===== src/rtl/conv_window_gen_3x3_if.sv =====
// conv_window_gen_3x3_if: raster pixel stream in, packed 3x3 window stream out.
// master = pixel source / kernel side, slave = window generator.
// Signals: pix_in[7:0], pix_vld, pix_sof (to slave); win_data[71:0], win_vld,
//          win_eof when WIN_EOF_EN is defined (from slave).
interface conv_window_gen_3x3_if;
  logic [7:0]  pix_in;
  logic        pix_vld;
  logic        pix_sof;
  logic [71:0] win_data;
  logic        win_vld;
`ifdef WIN_EOF_EN
  logic        win_eof;

  modport master (
    output pix_in, pix_vld, pix_sof,
    input  win_data, win_vld, win_eof
  );
  modport slave (
    input  pix_in, pix_vld, pix_sof,
    output win_data, win_vld, win_eof
  );
`else
  modport master (
    output pix_in, pix_vld, pix_sof,
    input  win_data, win_vld
  );
  modport slave (
    input  pix_in, pix_vld, pix_sof,
    output win_data, win_vld
  );
`endif
endinterface


===== src/rtl/conv_window_gen_3x3.sv =====
// conv_window_gen_3x3: streaming 3x3 window generator (valid conv, no pad).
// Ports: sclk, s_rst_n (sync, active low), bus (slave modport):
//   pix_in/pix_vld/pix_sof in; win_data (byte 3*c+r = d_rc)/win_vld out.
// Optional: define WIN_EOF_EN to add win_eof (last window of the frame).
module conv_window_gen_3x3 #(
  parameter int IMG_W = 32,
  parameter int IMG_H = 32
) (
  input  logic                 sclk,
  input  logic                 s_rst_n,
  conv_window_gen_3x3_if.slave bus
);
  localparam int CW = (IMG_W > 1) ? $clog2(IMG_W) : 1;
  localparam int RW = (IMG_H > 1) ? $clog2(IMG_H) : 1;
  localparam logic [CW-1:0] LAST_COL = CW'(IMG_W - 1);
  localparam logic [RW-1:0] LAST_ROW = RW'(IMG_H - 1);
  localparam logic [CW-1:0] MIN_COL  = CW'(2);
  localparam logic [RW-1:0] MIN_ROW  = RW'(2);

  logic [CW-1:0] r_col;
  logic [RW-1:0] r_row;
  logic [7:0]    r_lb1 [IMG_W];
  logic [7:0]    r_lb2 [IMG_W];
  logic [7:0]    r_wa  [3];
  logic [7:0]    r_wb  [3];
  logic [71:0]   r_data;
  logic          r_vld;

  logic          w_acc;
  logic [CW-1:0] w_col;
  logic [RW-1:0] w_row;
  logic [7:0]    w_new [3];
  logic          w_full;
  logic [71:0]   w_win;

  // sof relocates the accepted pixel to (0,0) in the same cycle
  assign w_acc  = bus.pix_vld;
  assign w_col  = bus.pix_sof ? '0 : r_col;
  assign w_row  = bus.pix_sof ? '0 : r_row;
  assign w_full = (w_col >= MIN_COL) && (w_row >= MIN_ROW);

  // incoming column, top to bottom
  assign w_new[0] = r_lb2[w_col];
  assign w_new[1] = r_lb1[w_col];
  assign w_new[2] = bus.pix_in;

  // r_wa = oldest column, r_wb = middle column
  assign w_win = {w_new[2], w_new[1], w_new[0],
                  r_wb[2],  r_wb[1],  r_wb[0],
                  r_wa[2],  r_wa[1],  r_wa[0]};

  always_ff @(posedge sclk) begin
    if (!s_rst_n) begin
      r_col  <= '0;
      r_row  <= '0;
      r_vld  <= 1'b0;
      r_data <= '0;
    end else begin
      r_vld <= w_acc & w_full;
      if (w_acc) begin
        if (w_col == LAST_COL) begin
          r_col <= '0;
          if (w_row == LAST_ROW) begin
            r_row <= '0;
          end else begin
            r_row <= w_row + 1'b1;
          end
        end else begin
          r_col <= w_col + 1'b1;
          r_row <= w_row;
        end
        if (w_full) begin
          r_data <= w_win;
        end
      end
    end
  end

  // storage without reset; rows 0/1 of every frame refill it before use
  always_ff @(posedge sclk) begin
    if (s_rst_n && w_acc) begin
      r_lb2[w_col] <= r_lb1[w_col];
      r_lb1[w_col] <= bus.pix_in;
      for (int i = 0; i < 3; i++) begin
        r_wa[i] <= r_wb[i];
        r_wb[i] <= w_new[i];
      end
    end
  end

  assign bus.win_data = r_data;
  assign bus.win_vld  = r_vld;

`ifdef WIN_EOF_EN
  logic r_eof;

  always_ff @(posedge sclk) begin
    if (!s_rst_n) begin
      r_eof <= 1'b0;
    end else begin
      r_eof <= w_acc & w_full &
               (w_col == LAST_COL) & (w_row == LAST_ROW);
    end
  end

  assign bus.win_eof = r_eof;
`endif
endmodule


===== src/flat_wrapper.sv =====
// flat-port wrapper written by rule: the top's interface ports become plain ports
module conv_window_gen_3x3_flat 
#(
  parameter int IMG_W = 32,
  parameter int IMG_H = 32
)
  (sclk, s_rst_n, bus_pix_in, bus_pix_vld, bus_pix_sof, bus_win_data, bus_win_vld);
  conv_window_gen_3x3_if bus_i ();
  input  logic sclk;
  input  logic s_rst_n;
  input wire logic [$bits(bus_i.pix_in)-1:0] bus_pix_in;
  input wire logic [$bits(bus_i.pix_vld)-1:0] bus_pix_vld;
  input wire logic [$bits(bus_i.pix_sof)-1:0] bus_pix_sof;
  output wire logic [$bits(bus_i.win_data)-1:0] bus_win_data;
  output wire logic [$bits(bus_i.win_vld)-1:0] bus_win_vld;
  assign bus_i.pix_in = bus_pix_in;
  assign bus_i.pix_vld = bus_pix_vld;
  assign bus_i.pix_sof = bus_pix_sof;
  assign bus_win_data = bus_i.win_data;
  assign bus_win_vld = bus_i.win_vld;
  conv_window_gen_3x3 #(.IMG_W(IMG_W), .IMG_H(IMG_H)) u_core (.sclk(sclk), .s_rst_n(s_rst_n), .bus(bus_i));
endmodule

===== config.mk =====
export PLATFORM = sky130hd
export DESIGN_NAME = conv_window_gen_3x3_flat
export DESIGN_NICKNAME = d
export VERILOG_FILES = /design/src/rtl/conv_window_gen_3x3_if.sv /design/src/rtl/conv_window_gen_3x3.sv /design/src/flat_wrapper.sv
export SDC_FILE = /design/constraint.sdc
export NUM_CORES = 1
export LEC_CHECK = 0
export ABC_CLOCK_PERIOD_IN_PS = 3200
export CAP_MARGIN = 40
export CORE_MARGIN = 5
export CORE_UTILIZATION = 45
export CTS_CLUSTER_SIZE = 20
export DETAILED_ROUTE_END_ITERATION = 6
export GPL_TIMING_DRIVEN = 0
export PLACE_DENSITY = 0.68
export RECOVER_POWER = 50
export SYNTH_ARGS = -nofsm -noshare
export SYNTH_HDL_FRONTEND = slang
export SYNTH_SLANG_ARGS = --single-unit

===== constraint.sdc =====
create_clock -name sclk -period 3.2 [get_ports sclk]
set_input_delay 0.48 -clock sclk [delete_from_list [all_inputs] [get_ports sclk]]
set_output_delay 0.48 -clock sclk [all_outputs]
set_load 0.01 [all_outputs]

After elaboration in Yosys (flattened, before gate mapping)
Memory sizes are Yosys's and may differ from the RTL's. A register that Yosys moved wholly into a read port is not among the register bits.
Cells that the tools add are included.
{ "classes": {"n_addsub": 2, "order_cmp": 2, "eq_ne": 2, "n_mux": 7, "bitwise_logic": 1, "reduce_logical": 6} }
{ "op_table": {"columns": ["cell", "n"], "rows": [
  ["$mux 5", 5],
  ["$add 5x1->5 const B", 2],
  ["$eq 5x5->1 const B", 2],
  ["$ge 5x2->1 const B", 2],
  ["$logic_not 1->1", 3],
  ["$logic_and 1x1->1", 2],
  ["$mux 1", 2],
  ["$reduce_and 2->1", 1],
  ["$and 1x1->1", 1]
]} }
{ "totals": {"regBits": 83, "mem_bits_rw": 560, "input_bits": 12, "output_inout_bits": 73, "elab_cells": 28, "n_memories": 4} }
{ "mem_list": {"columns": ["memory", "depth", "word_bits", "read_ports", "rd_ports_with_merged_regs", "write_ports", "line", "source"], "rows": [
  ["u_core.r_lb1", 32, 8, 1, 0, 1, "conv_window_gen_3x3.sv:22", "logic [7:0] r_lb1 [IMG_W];"],
  ["u_core.r_lb2", 32, 8, 1, 0, 1, "conv_window_gen_3x3.sv:23", "logic [7:0] r_lb2 [IMG_W];"],
  ["u_core.r_wa", 3, 8, 3, 3, 3, "conv_window_gen_3x3.sv:24", "logic [7:0] r_wa [3];"],
  ["u_core.r_wb", 3, 8, 3, 0, 3, "conv_window_gen_3x3.sv:25", "logic [7:0] r_wb [3];"]
]} }

Longest topological paths before layout
{ "depth": {"word_depth": 4, "depth_mapped": 12, "ltp_nobuf": 9} }

Least setup slack after synthesis
OpenSTA, ideal clock, no wires.
{ "synth_timing": {"path_kind": "in2reg", "from": "in s_rst_n", "to": "mem u_core.r_lb1[10][0], enable pin", "setup_time_ps": 389, "arrival_ps": 2722, "t_required_ps": 2811, "slack_ps": 89, "path_stages": 4, "cell_sequence": "nand2_1 -> inv_1 -> nand3_1 -> nor2_1"} }
{ "synth_between": {"elab_chain_len": 3} }
{ "synth_rtl": {"columns": ["element", "line", "source"], "rows": [
  ["start: declaration", "flat_wrapper.sv:10", "input logic s_rst_n;"],
  ["$logic_and 1x1->1", "conv_window_gen_3x3.sv:81", "if (s_rst_n && w_acc) begin"],
  ["$mux 1", "conv_window_gen_3x3.sv:81", null],
  ["$mux 1 (implied by the code)", "conv_window_gen_3x3.sv:83", "r_lb1[w_col] <= bus.pix_in;"],
  ["end: declaration", "conv_window_gen_3x3.sv:22", null]
]} }
Every way passes these cells.

==> metrics.md <==
| Metric | Value |
|---|---|
| Routability Congestion | a little under 1 |
| Global-route wire length before repair | 116 mm |
| Syn_area_per_cell | 15.3 µm² |
| Startpoint Class | flip-flop |
| Leading cell type in the layout, fill and taps excluded | edfxtp_1 |
| Reg-to-reg startpoint | u_core.r_col[2]$_SDFFE_PN0P_ |
| Initial Utilization | 0.454 |
| CP Capture Type | flip-flop |
| Worst hold path type | flip-flop to flip-flop |
| Vias in the first global route | approximately 16000 |
| Final instance area | 30200 µm² |
| Cells after Synth | ~1600 |
| Clk sinks | ~640 |
| Most frequent cells in the layout | 560 x edfxtp_1, 162 x nand2_1, 117 x mux2i_1 |
| Residual DRC | 0 |
| Post-synth EDFFs | between 500 and 600 |
| Worst-case headroom to the max-slew limit | -0.425 |
| Root buffer cell | clkbuf_16 |
| Slew @ Worst Pin | roughly 2.1 ns |
| Worst reg2reg setup slack | -0.01 ns |
| Dpl hpwl | 56.0 mm |
| Final Hold Vio Count | 0 |
| Max-slew violations | ~180 |
| Ys Warns | 0 |
| Clk slew on worst S/H paths | 0.06 ns |
| R2R depth | 8 |
| Crit-path max FO | 17 |
| Pwr per Cell Area | about 590 nW/µm² |
| Total power | 17.7 mW |
| Crit path to | u_core.r_lb2[6][7]$_DFFE_PP_ |
| Flops & latches, synth | around 640 |
| Post-DP Area | 27600 µm² |
| Layout cell share with drive strength beyond 1 | 0.181 |
| Drt first pass iters | 5 |
| Reg2reg end | u_core.r_lb2[6][7]$_DFFE_PP_ |
| PortBufs | 84 |
| DR vias/cell | 6.26 |
| Asr flop ratio synth | 0 |
| Static leakage | around 10 nW |
| Routed WL | 83.0 mm |
| Global route overflow | 0 |
| Outcome | finished, violations left |
| VDD IR max | 405 µV |
| Total Routing Usage GR | 0.270 |
| Vias | between 15000 and 20000 |
| Fin Hold WS | 0.444 ns |
| Skew-Pair Late Insertion Delay | about 0.61 ns |
| I/O pin count | 85 |
| CTS tree | done |
| WS Path Type | flip-flop to flip-flop |
| Mapped cell area | 24900 µm² |
| Critical Path Start | u_core.r_col[2]$_SDFFE_PN0P_ |
| WL/cell | 31.4 µm |
| Initial antenna violation count | 3 |
| # rows | 86 |
| Critical path required time | ~3.6 ns |
| Prevailing post-synth register cell | edfxtp_1 |
| Die W | between 200 and 250 µm |
| RSZ-0062 raised after global routing | true |
| ANT nets after route | 0 |
| FMAX | 311 MHz |
| Failing checks | capacitance limit, slew limit, setup timing |
| Crit path DAT | 3.59 ns |
| Crit share post-route | 1.00 |
| Tmin final | around 3.2 ns |
| Die area | 60200 µm² |
| Die Y | roughly 250 µm |
| Min setup slack post-route | -0.0113 ns |
| Filler instances | 4355 |
| CTS Buffer Depth | 3 |
| Total clock buffers created by CTS | 67 |
| Final clock skew | around 0.028 ns |
| Core area | 55000 µm² |
| Fin nets | 1869 |
| Post-synth net total | ~1600 |
| Initial drt markers | 2297 |
| Synth-to-layout area growth | 20.9% |
| Register area share after synthesis | 0.741 |
| Max cap viols | 5 |
| Setup violations, final | 9 |
| Htree depth | 3 |
| Pin count of the biggest net entering global routing | 41 |
| Unique cell type count in the Yosys netlist | just under 70 |
==> layout make-up <==
type / instances / area (µm²) / share of cell area
repair buffers: 159 / 1760 / 0.0584
multi-input cells: 859 / 6240 / 0.207
diodes: 2 / 5.00 / 0.000166
inverters: 12 / 45.0 / 0.00149
plain buffers: 112 / 644 / 0.0214
well taps: 748 / 936 / 0.0310
clock inverters: 27 / 221 / 0.00734
flip-flops and latches: 643 / 18500 / 0.613
clock buffers: 85 / 1830 / 0.0606
==> critical path, stage by stage, from the launching register on <==
cell      delay [ns]
dfxtp_1         0.54
buf_2           0.34
buf_2           0.37
inv_1           0.23
nor4_4          0.46
o21ai_1         0.25
o211ai_1        0.27
buf_4           0.22
or2_4           0.29
==> per-layer routing <==
layer	up-vias	global-route usage	wire (µm)
li1	6834	-	-
met1	8245	0.358	30400
met2	1200	0.414	37200
met3	285	0.0714	10400
met4	4	0.138	5010
met5	-	0	27
==> what timing repair did <==
item / in CTS / in global routing
endpoints found under the hold margin: 0 / 0
cloned: 2 / 1
resized for setup: 90 / 31
pin swaps: 10 / 5
setup endpoints to repair: 772 / 185
buffers inserted: 13 / 5
hold buffers: 0 / 0
==> synthesized netlist by cell type (all sizes together), types with 5 or more instances <==
library cell	number	share of area
nor3b	7	0.0021
nor3	13	0.0028
or2	6	0.0015
nor2	58	0.0088
a221o	12	0.0048
nand2b	8	0.0020
a22oi	32	0.0096
a21boi	56	0.017
a211oi	41	0.012
o21ba	7	0.0028
a21oi	56	0.011
mux2	17	0.0077
a211o	11	0.0039
nand2	164	0.025
o211ai	8	0.0024
mux4	5	0.0045
mux2i	118	0.047
inv	12	0.0018
o21ai	44	0.0088
a221oi	63	0.022
nand4b	6	0.0021
nand3	8	0.0016
nor2b	16	0.0040
dfxtp	83	0.067
o2111ai	5	0.0018
buf	56	0.012
clkbuf	59	0.0089
o22ai	6	0.0015
and2	11	0.0028
o221ai	14	0.0049
edfxtp	560	0.67
==> how the worst min path moves through the flow <==
stage / from / endpoint / depth (start not counted)
2_1_floorplan: u_core.r_wb[0][0]$_DFFE_PP_ / u_core.r_wa[0][0]$_DFFE_PP_ / 0
3_3_place_gp: u_core.r_wb[0][20]$_DFFE_PP_ / u_core.r_wa[2][4]$_DFFE_PP_ / 0
3_5_place_dp: u_core.r_wb[0][11]$_DFFE_PP_ / u_core.r_wa[1][3]$_DFFE_PP_ / 0
4_1_cts: u_core.r_wb[0][11]$_DFFE_PP_ / u_core.r_wa[1][3]$_DFFE_PP_ / 0
5_1_grt: u_core.r_wb[0][6]$_DFFE_PP_ / u_core.r_wa[0][6]$_DFFE_PP_ / 0
6_report: u_core.r_wb[0][5]$_DFFE_PP_ / u_core.r_wa[0][5]$_DFFE_PP_ / 0
==> through the flow <==
step | instances | setup TNS, ns | utilization | setup slack, ns
after floorplan | 1626 | 0 | - | 0.0891
after global placement | 2458 | -1632.84 | 0.486 | -2.65
after detailed placement | 2515 | -672.28 | 0.502 | -1.52
after CTS | 2640 | -0.639 | 0.547 | -0.0356
after global routing | 2645 | -0.0401 | 0.548 | -0.00554
final | 2647 | -0.0659 | 0.549 | -0.0113
==> logic make-up after synthesis <==
family / Yosys count / share of synthesized area
mux: 140 / 0.0595
flops: 643 / 0.741
buf+inv: 127 / 0.0225
fa+ha+maj: 3 / 0.00151
simple gates: 328 / 0.0620
compound gates: 384 / 0.113
xor+xnor: 1 / 0.000351
==> report_power, final <==
part	switching, mW	internal [mW]	total, mW
Combinational	0.739	0.310	1.05
Clock	3.17	4.21	7.38
Sequential	0.0197	9.21	9.23
==> registers in the layout, summed over array words and instances (netlist names) <==
name	cells
u_core.bus.win_vld	1
u_core.r_lb2	256
u_core.r_row	5
u_core.r_wb	24
u_core.r_wa	24
u_core.r_col	5
u_core.r_lb1	256
u_core.bus.win_data	72
Power figures use the tool's default switching activity.
